File: config.mk
export PLATFORM = sky130hd
export DESIGN_NAME = mix_columns_iter
export DESIGN_NICKNAME = d
export VERILOG_FILES = /design/src/rtl/mix_columns_iter.sv
export SDC_FILE = /design/constraint.sdc
export NUM_CORES = 1
export LEC_CHECK = 0
export CAP_MARGIN = 5
export CORE_ASPECT_RATIO = 0.7
export CORE_MARGIN = 2
export CORE_UTILIZATION = 46
export CTS_CLUSTER_SIZE = 12
export DETAILED_ROUTE_END_ITERATION = 7
export PLACE_DENSITY_LB_ADDON = 0.25
export SLEW_MARGIN = 30
export SYNTH_ARGS = -nofsm -noshare
export SYNTH_HDL_FRONTEND = slang
export SYNTH_SLANG_ARGS = --single-unit
File: constraint.sdc
create_clock -name clk -period 3.5 [get_ports clk]
set_input_delay 0.35 -clock clk [delete_from_list [all_inputs] [get_ports clk]]
set_output_delay 0.35 -clock clk [all_outputs]
set_load 0.05 [all_outputs]
File: src/rtl/mix_columns_iter.sv
// mix_columns_iter: iterative AES MixColumns stage, one column per clock.
//
// Flow: a 128-bit state is accepted over in_valid/in_ready and captured.
// The four columns are then mixed over four BUSY cycles. The result is
// offered over out_valid/out_ready and held until it is taken.
//
// Handshake rule (both ports): a transfer happens on a rising clk edge where
// valid && ready are both high. A producer that raises valid keeps its data
// stable until that edge. Ready may depend on the other side's ready. Here,
// in_ready follows out_ready while a finished result is waiting in DONE, so
// a new block can enter on the same edge that the previous result leaves.
//
// Byte layout: column c = bits [127-32c -: 32]; the row 0 byte is the MSB
// of each column.
//
// Optional build macro INV_MIX_COLUMNS_EN: adds the `inverse` input. The
// input is captured on the accept edge, and when it is 1 the block applies
// InvMixColumns instead of MixColumns.

// Four-term GF(2^8) dot product: y = c0*a0 ^ c1*a1 ^ c2*a2 ^ c3*a3 (poly 0x11B).
module gf_dot4 (
   input  logic [7:0] a0,
   input  logic [7:0] a1,
   input  logic [7:0] a2,
   input  logic [7:0] a3,
   input  logic [7:0] c0,
   input  logic [7:0] c1,
   input  logic [7:0] c2,
   input  logic [7:0] c3,
   output logic [7:0] y
);

   // Shift-and-add GF(2^8) multiply with xtime reduction by 0x1B.
   function automatic logic [7:0] gf_mul(input logic [7:0] a, input logic [7:0] b);
      logic [7:0] p;
      logic [7:0] aa;
      p  = 8'h00;
      aa = a;
      for (int i = 0; i < 8; i++) begin
         if (b[i]) p = p ^ aa;
         aa = aa[7] ? ((aa << 1) ^ 8'h1b) : (aa << 1);
      end
      return p;
   endfunction

   // Sum of the four products.
   always_comb begin
      y = gf_mul(a0, c0) ^ gf_mul(a1, c1) ^ gf_mul(a2, c2) ^ gf_mul(a3, c3);
   end

endmodule

module mix_columns_iter #(
   parameter int NUM_COLS = 4
) (
   input  logic         clk,
   input  logic         rst_n,
   input  logic         in_valid,
   output logic         in_ready,
   input  logic [127:0] in_data,
   output logic         out_valid,
   input  logic         out_ready,
   output logic [127:0] out_data,
   output logic         busy
`ifdef INV_MIX_COLUMNS_EN
   ,
   input  logic         inverse
`endif
);

   // AES state is always four columns; anything else is a build error.
   if (NUM_COLS != 4) begin : g_bad_num_cols
      $error("mix_columns_iter: NUM_COLS must be 4");
   end

   localparam int COL_W = 2;
   localparam logic [COL_W-1:0] LAST_COL = COL_W'(NUM_COLS - 1);

   typedef enum logic [1:0] {
      IDLE = 2'd0,
      BUSY = 2'd1,
      DONE = 2'd2
   } state_t;

   state_t            state_q;
   state_t            state_d;
   logic [COL_W-1:0]  col_q;
   logic [127:0]      in_q;
   logic [127:0]      res_q;
   logic              accept;
   logic [31:0]       col_word;
   logic [7:0]        s [4];
   logic [7:0]        mixed [4];
   logic [7:0]        base [4];

   // A block enters on any edge where the input handshake completes.
   assign accept = in_valid && in_ready;

   // ---------------------------------------------------------------------
   // FSM
   // ---------------------------------------------------------------------

   // State register; reset has priority over a handshake on the same edge.
   always_ff @(posedge clk) begin
      if (!rst_n) begin
         state_q <= IDLE;
      end else begin
         state_q <= state_d;
      end
   end

   // Next-state logic.
   always_comb begin
      state_d = state_q;
      case (state_q)
         IDLE: begin
            if (accept) state_d = BUSY;
         end
         BUSY: begin
            if (col_q == LAST_COL) state_d = DONE;
         end
         DONE: begin
            if (out_ready) state_d = in_valid ? BUSY : IDLE;
         end
         default: state_d = IDLE;
      endcase
   end

   // Handshake and status outputs, decoded from the current state.
   always_comb begin
      in_ready  = 1'b0;
      out_valid = 1'b0;
      busy      = 1'b0;
      case (state_q)
         IDLE: in_ready = 1'b1;
         BUSY: busy     = 1'b1;
         DONE: begin
            out_valid = 1'b1;
            in_ready  = out_ready;
         end
         default: in_ready = 1'b0;
      endcase
   end

   // ---------------------------------------------------------------------
   // Datapath
   // ---------------------------------------------------------------------

   // Capture the input on accept; write one mixed column per BUSY edge.
   always_ff @(posedge clk) begin
      if (!rst_n) begin
         in_q  <= 128'h0;
         res_q <= 128'h0;
         col_q <= '0;
      end else if (accept) begin
         in_q  <= in_data;
         col_q <= '0;
      end else if (state_q == BUSY) begin
         case (col_q)
            2'd0:    res_q[127:96] <= {mixed[0], mixed[1], mixed[2], mixed[3]};
            2'd1:    res_q[95:64]  <= {mixed[0], mixed[1], mixed[2], mixed[3]};
            2'd2:    res_q[63:32]  <= {mixed[0], mixed[1], mixed[2], mixed[3]};
            default: res_q[31:0]   <= {mixed[0], mixed[1], mixed[2], mixed[3]};
         endcase
         col_q <= col_q + 1'b1;
      end
   end

   // Select the column currently being mixed and split it into row bytes.
   always_comb begin
      case (col_q)
         2'd0:    col_word = in_q[127:96];
         2'd1:    col_word = in_q[95:64];
         2'd2:    col_word = in_q[63:32];
         default: col_word = in_q[31:0];
      endcase
      s[0] = col_word[31:24];
      s[1] = col_word[23:16];
      s[2] = col_word[15:8];
      s[3] = col_word[7:0];
   end

`ifdef INV_MIX_COLUMNS_EN
   logic inv_q;

   // Direction is latched with the block so it cannot change mid-flight.
   always_ff @(posedge clk) begin
      if (!rst_n) begin
         inv_q <= 1'b0;
      end else if (accept) begin
         inv_q <= inverse;
      end
   end

   // Row 0 coefficients; the other rows are rotations of this one.
   always_comb begin
      if (inv_q) begin
         base[0] = 8'h0e;
         base[1] = 8'h0b;
         base[2] = 8'h0d;
         base[3] = 8'h09;
      end else begin
         base[0] = 8'h02;
         base[1] = 8'h03;
         base[2] = 8'h01;
         base[3] = 8'h01;
      end
   end
`else
   // Row 0 coefficients; the other rows are rotations of this one.
   always_comb begin
      base[0] = 8'h02;
      base[1] = 8'h03;
      base[2] = 8'h01;
      base[3] = 8'h01;
   end
`endif

   // One dot-product instance per output row; row r uses base rotated right by r.
   for (genvar r = 0; r < 4; r++) begin : g_row
      gf_dot4 u_dot (
         .a0 (s[0]),
         .a1 (s[1]),
         .a2 (s[2]),
         .a3 (s[3]),
         .c0 (base[(4 - r) % 4]),
         .c1 (base[(5 - r) % 4]),
         .c2 (base[(6 - r) % 4]),
         .c3 (base[(7 - r) % 4]),
         .y  (mixed[r])
      );
   end

   assign out_data = res_q;

endmodule

Word-level counts from Yosys, hierarchy flattened
Cells that the tools add are included.
Storage, ports and cells
  register bits: 260
  bits of input ports: 132
  output and inout bits: 131
  logic and storage cells: 62
Cells by class
  add/sub/neg operators: 1
  eq/ne operators: 8
  muxes and demuxes: 13
  bitwise logic cells: 23
  reductions and logical operators: 10
Operators by type and width (number)
  $xor A8 B8 Y8: 16
  $pmux W32 S3: 1
  $mux W5: 4
  $not A4 Y4: 4
  $reduce_and A3 Y1: 5
  $eq A2 B2 Y1 const B: 3
  $mux W2: 3
  $ne A2 B2 Y1 const B: 3
  $pmux W2 S3: 1
  $eq A2 B1 Y1 const B: 2
  $logic_not A2 Y1: 2
  $mux W1: 3
  $not A1 Y1: 3
  $reduce_or A3 Y1: 1
  $add A2 B1 Y2 const B: 1
  $pmux W1 S2: 1
  $reduce_or A2 Y1: 1
  $logic_and A1 B1 Y1: 1

Depth between registers and ports, before layout
  depth after elaboration: 8
  depth in mapped cells: 10
  depth with buffers taken out: 8

By module
A second synthesis with hierarchy kept.
Unflattened totals
  cell total of the unflattened synthesis: 3901
  area, all modules: 30143.9 um2
Modules (own cells, without submodules)
  gf_dot4 (g_row[1].u_dot ...): instances 3, cells an instance 682, area an instance 4932.2 um2, seq. area each 0.0 um2
  mix_columns_iter: instances 1, cells an instance 1157, area an instance 10406.2 um2, seq. area each 5205.0 um2
  gf_dot4 (g_row[0].u_dot): instances 1, cells an instance 698, area an instance 4941.0 um2, seq. area each 0.0 um2

Worst setup path before layout
Ideal clock, no wire load.
  path kind: register to register
  start: register col_q[0]
  end: register res_q[124] (netlist: out_data[124])
  setup time: 0.117 ns
  data arrival time: 2.543 ns
  required time: 3.383 ns
  path slack: 0.840 ns
  cell stages (with the launch flop): 11
  buffers on the path: 2
  clock period less this slack: 2.660 ns
  path through: dfxtp_1 > inv_1 > ha_1 > buf_6 > buf_6 > a222oi_1 > xor2_1 > o21ai_0 > xor2_1 > xor2_1 > a22o_1
Between the ends
  word-level cells in the longest chain between the ends: 8
  elaborated cells between the ends (all ways): 13
  those cells by class: eq/ne: 2; mux: 3; bitwise: 6; reduce/logical: 2
Ends and longest elaborated chain
  start, declared: RTL line 87  | logic [COL_W-1:0] col_q;
  start signal, assigned: RTL line 165  | col_q <= col_q + 1'b1;
  $eq A2 B2 Y1, or another cell as far along: RTL line 171  | case (col_q)
  $pmux W32 S3: RTL line 171
  $not A4 Y4 (no line)
  $mux W5
  $xor A8 B8 Y8
  $xor A8 B8 Y8 (3 in a row): RTL line 48  | y = gf_mul(a0, c0) ^ gf_mul(a1, c1) ^ gf_mul(a2, c2) ^ gf_mul(a3, c3);
  end signal, assigned: RTL line 160  | 2'd0: res_q[127:96] <= {mixed[0], mixed[1], mixed[2], mixed[3]};
  end, declared: RTL line 89  | logic [127:0] res_q;
Several ways; a longest one is shown, not always the timed one.
A chain may end at the register's enable or synchronous reset.

Final worst setup path
  start: register col_q[0]
  end: register res_q[80] (netlist: out_data[80])
Between the ends
  word-level cells in the longest chain between the ends: 6
  elaborated cells between the ends (all ways): 11
  those cells by class: eq/ne: 2; mux: 3; bitwise: 4; reduce/logical: 2
Ends and longest elaborated chain
  $eq A2 B2 Y1, or another cell as far along: RTL line 171
  $pmux W32 S3: RTL line 171
  $mux W5, on equally long branches
  $xor A8 B8 Y8, on equally long branches: RTL line 48, 40
  $xor A8 B8 Y8 (2 in a row): RTL line 48
  end signal, assigned: RTL line 161  | 2'd1: res_q[95:64] <= {mixed[0], mixed[1], mixed[2], mixed[3]};
Several ways; a longest one is shown, not always the timed one.

==> results.sh <==
export IMPL_worstRegToRegCells=11
export IMPL_ys_warn_count=0
export IMPL_async_flop_share_pct=0
export IMPL_grtUsageMet1_pct=41.0
export IMPL_first_global_vias=9323
export IMPL_critPathMaxFanout=32
export IMPL_cp_arrival_ps=3740
export IMPL_ys_seq_area_share_pct=45.3
export IMPL_initial_core_util_pct=46.7
export IMPL_syn_to_final_growth_pct=32.8
export IMPL_placeableCoreArea_mm2=0.0246
export IMPL_critical_path_class="reg2reg"
export IMPL_rows=48
export IMPL_synth_edf_count=0
export IMPL_finalMaxSlewViolations=0
export IMPL_p_per_area_mw_per_mm2=503
export IMPL_ys_ff_latch=260
export IMPL_dp_slack_ps=349
export IMPL_overflow=0
export IMPL_end_kind="flip-flop"
export IMPL_crit_required_ps=3970
export IMPL_grt_pass1_wl_um=54100
export IMPL_synth_ff_type="dfxtp_1"
export IMPL_cts_resized_gates=0
export IMPL_first_pass_iters=6
export IMPL_hold_path_depth=2
export IMPL_fillers=2080
export IMPL_hold_class="in2reg"
export IMPL_hold_violations=0
export IMPL_cts_made_buffers=26
export IMPL_diodes=0
export IMPL_ioPinCount=263
export IMPL_ctsLongestPathBuffers=3
export IMPL_max_slew_margin_pct=39.3
export IMPL_drc=0
export IMPL_outcome="finished, final reports clean"
export IMPL_min_period_ps=3270
export IMPL_p_leak_nw=5.59
export IMPL_ant_nets=0
export IMPL_skew_ps=8.86
export IMPL_dp_hpwl_um=26900
export IMPL_cts_tree="built"
export IMPL_drive_gt1_share_pct=6.54
export IMPL_viasPerCell=5.42
export IMPL_post_route_period_util_pct=93.5
export IMPL_h_tree_depth=1
export IMPL_final_nets=1628
export IMPL_maxCapViolations=0
export IMPL_total_power_mw=7.67
export IMPL_postSynthCellCount=1247
export IMPL_synth_nets=1384
export IMPL_top_usage_layer="met1"
export IMPL_path_clk_slew_ps=60
export IMPL_timing_hold_ws_ps=235
export IMPL_drt_iter0_markers=856
export IMPL_postCtsSetupBuffers=0
export IMPL_clkLatencyLatePin_ps=530
export IMPL_critPathLaunchType="flip-flop"
export IMPL_fin_setup_tns_ps=0
export IMPL_cts_hold_buf=0
export IMPL_grt_max_degree=114
export IMPL_syn_mean_instance_area_um2=9.20
export IMPL_netlist_area_mm2=0.0115
export IMPL_synth_cell_types=39
export IMPL_dieArea_mm2=0.0263
export IMPL_worstMarginPinSlew_ps=910
export IMPL_fin_util_pct=62.0
export IMPL_finalSetupViolCount=0
export IMPL_gp_congestion=0.965
export IMPL_worstHoldStart="rst_n"
export IMPL_rsz0062_at_grt="no"
export IMPL_grtUsageMet3_pct=4.39
export IMPL_antenna_found_initial=0
export IMPL_dr_total_vias=9883
export IMPL_detail_route_wl_per_cell_um=19.6
export IMPL_cts_root_buf="clkbuf_16"
export IMPL_clock_fmax_ghz=0.306
export IMPL_die_w_um=193
export IMPL_setup_ws_ps=227
export IMPL_hold_end="state_q[0]"
export IMPL_use_met2_pct=39.6
export IMPL_wl_um=35700
export IMPL_vdd_ir_drop_max_mv=0.362
export IMPL_gr_usage_all_layers_pct=26.8
export IMPL_clkSinkCount=260
export IMPL_timing_rr_start="col_q[0]"
export IMPL_regToRegEndpoint="out_data[80]"
export IMPL_ff2ff_setup_slack_ps=230
export IMPL_port_buffers=262
export IMPL_die_y_um=136
-- cell type report --
| type | instances | area [µm²] | area share [%] |
|---|---|---|---|
| Clock buffer | 33 | 708 | 4.65 |
| Clock inverter | 2 | 37.5 | 0.246 |
| Inverter | 4 | 15.0 | 0.0985 |
| Multi-Input combinational cell | 888 | 5840 | 38.3 |
| Sequential cell | 260 | 5200 | 34.2 |
| Tap cell | 325 | 407 | 2.67 |
| Timing Repair Buffer | 311 | 3030 | 19.9 |
-- how the worst max path moves through the flow --
stage                        start       endpoint  depth (start not counted)
after detailed placement  col_q[0]   out_data[92]                          9
final                     col_q[0]   out_data[80]                         11
after floorplan           col_q[0]  out_data[124]                         10
after global placement    col_q[0]  out_data[124]                          9
after global routing      col_q[0]   out_data[85]                         10
after CTS                 col_q[0]   out_data[92]                          9
-- power by group --
| group | leakage (nW) | switching [mW] | internal [mW] |
|---|---|---|---|
| clock | 0.360 | 1.09 | 1.47 |
| combinational | 3.11 | 1.11 | 0.754 |
| sequential | 2.12 | 0.126 | 3.11 |
-- worst max-delay path, stage by stage (launching register included) --
cell and delay (ps):
dfxtp_1 460, inv_1 100, ha_1 250, buf_4 260
a222oi_1 440, buf_4 230, xnor2_1 220, xnor2_1 170
o21ai_0 130, buf_4 210, xnor2_1 490, a22o_1 240
-- synth_stat cells (all sizes together) (5+ instances only) --
master	count	share of area (%)
ha	5	0.55
a222oi	31	2.7
xnor2	133	10
buf	18	1.1
a22o	104	7.9
a21boi	136	8.9
xor2	53	4.1
nor2	16	0.52
nand2b	9	0.49
mux2i	9	1.1
o21ai	55	2.5
a21oi	8	0.35
nand2	308	10
dfxtp	260	45
clkbuf	73	2.5
-- state kept, by name, indices dropped and copies added (netlist names) --
name / flops
col_q: 2
in_q: 128
out_data: 128
state_q: 2
-- per-layer routing --
layer,part of all wire (%),vias up
met4,1.7,0
met2,42,397
met1,48,4701
met5,0,-
li1,-,4744
met3,8.0,41
-- cell usage in the layout (no fill, tap or decap), types with 5 or more instances in the layout --
master and count:
nand2b_1 9, nand2_1 307, o21ai_0 46, xor2_1 52, buf_4 47, a21oi_1 8, a22o_1 104, a222oi_1 31
a21boi_0 132, clkdlybuf4s50_1 261, mux2i_1 5, o21ai_1 5, clkbuf_1 5, nor2_1 16, xnor2_1 133, clkbuf_16 27
dfxtp_1 260
-- logic make-up after synthesis --
kind of cell | after synthesis | share of synthesized area, %
AOI/OAI and AO/OA | 338 | 22.7
xor gates and xnor gates | 186 | 14.3
adders and majority gates | 5 | 0.545
buffers and inverters | 99 | 4.00
DFF | 260 | 45.3
muxes | 10 | 1.24
and+or+nand+nor | 349 | 11.9
-- per-stage QoR --
| stage | std cells | area (µm²) |
|---|---|---|
| 2_1_floorplan | 1247 | 11500 |
| 3_3_place_gp | 1788 | 14500 |
| 3_5_place_dp | 1788 | 14500 |
| 4_1_cts | 1823 | 15200 |
| 5_1_grt | 1823 | 15200 |
| 6_report | 1823 | 15200 |
(Power assumes the default switching activity.)
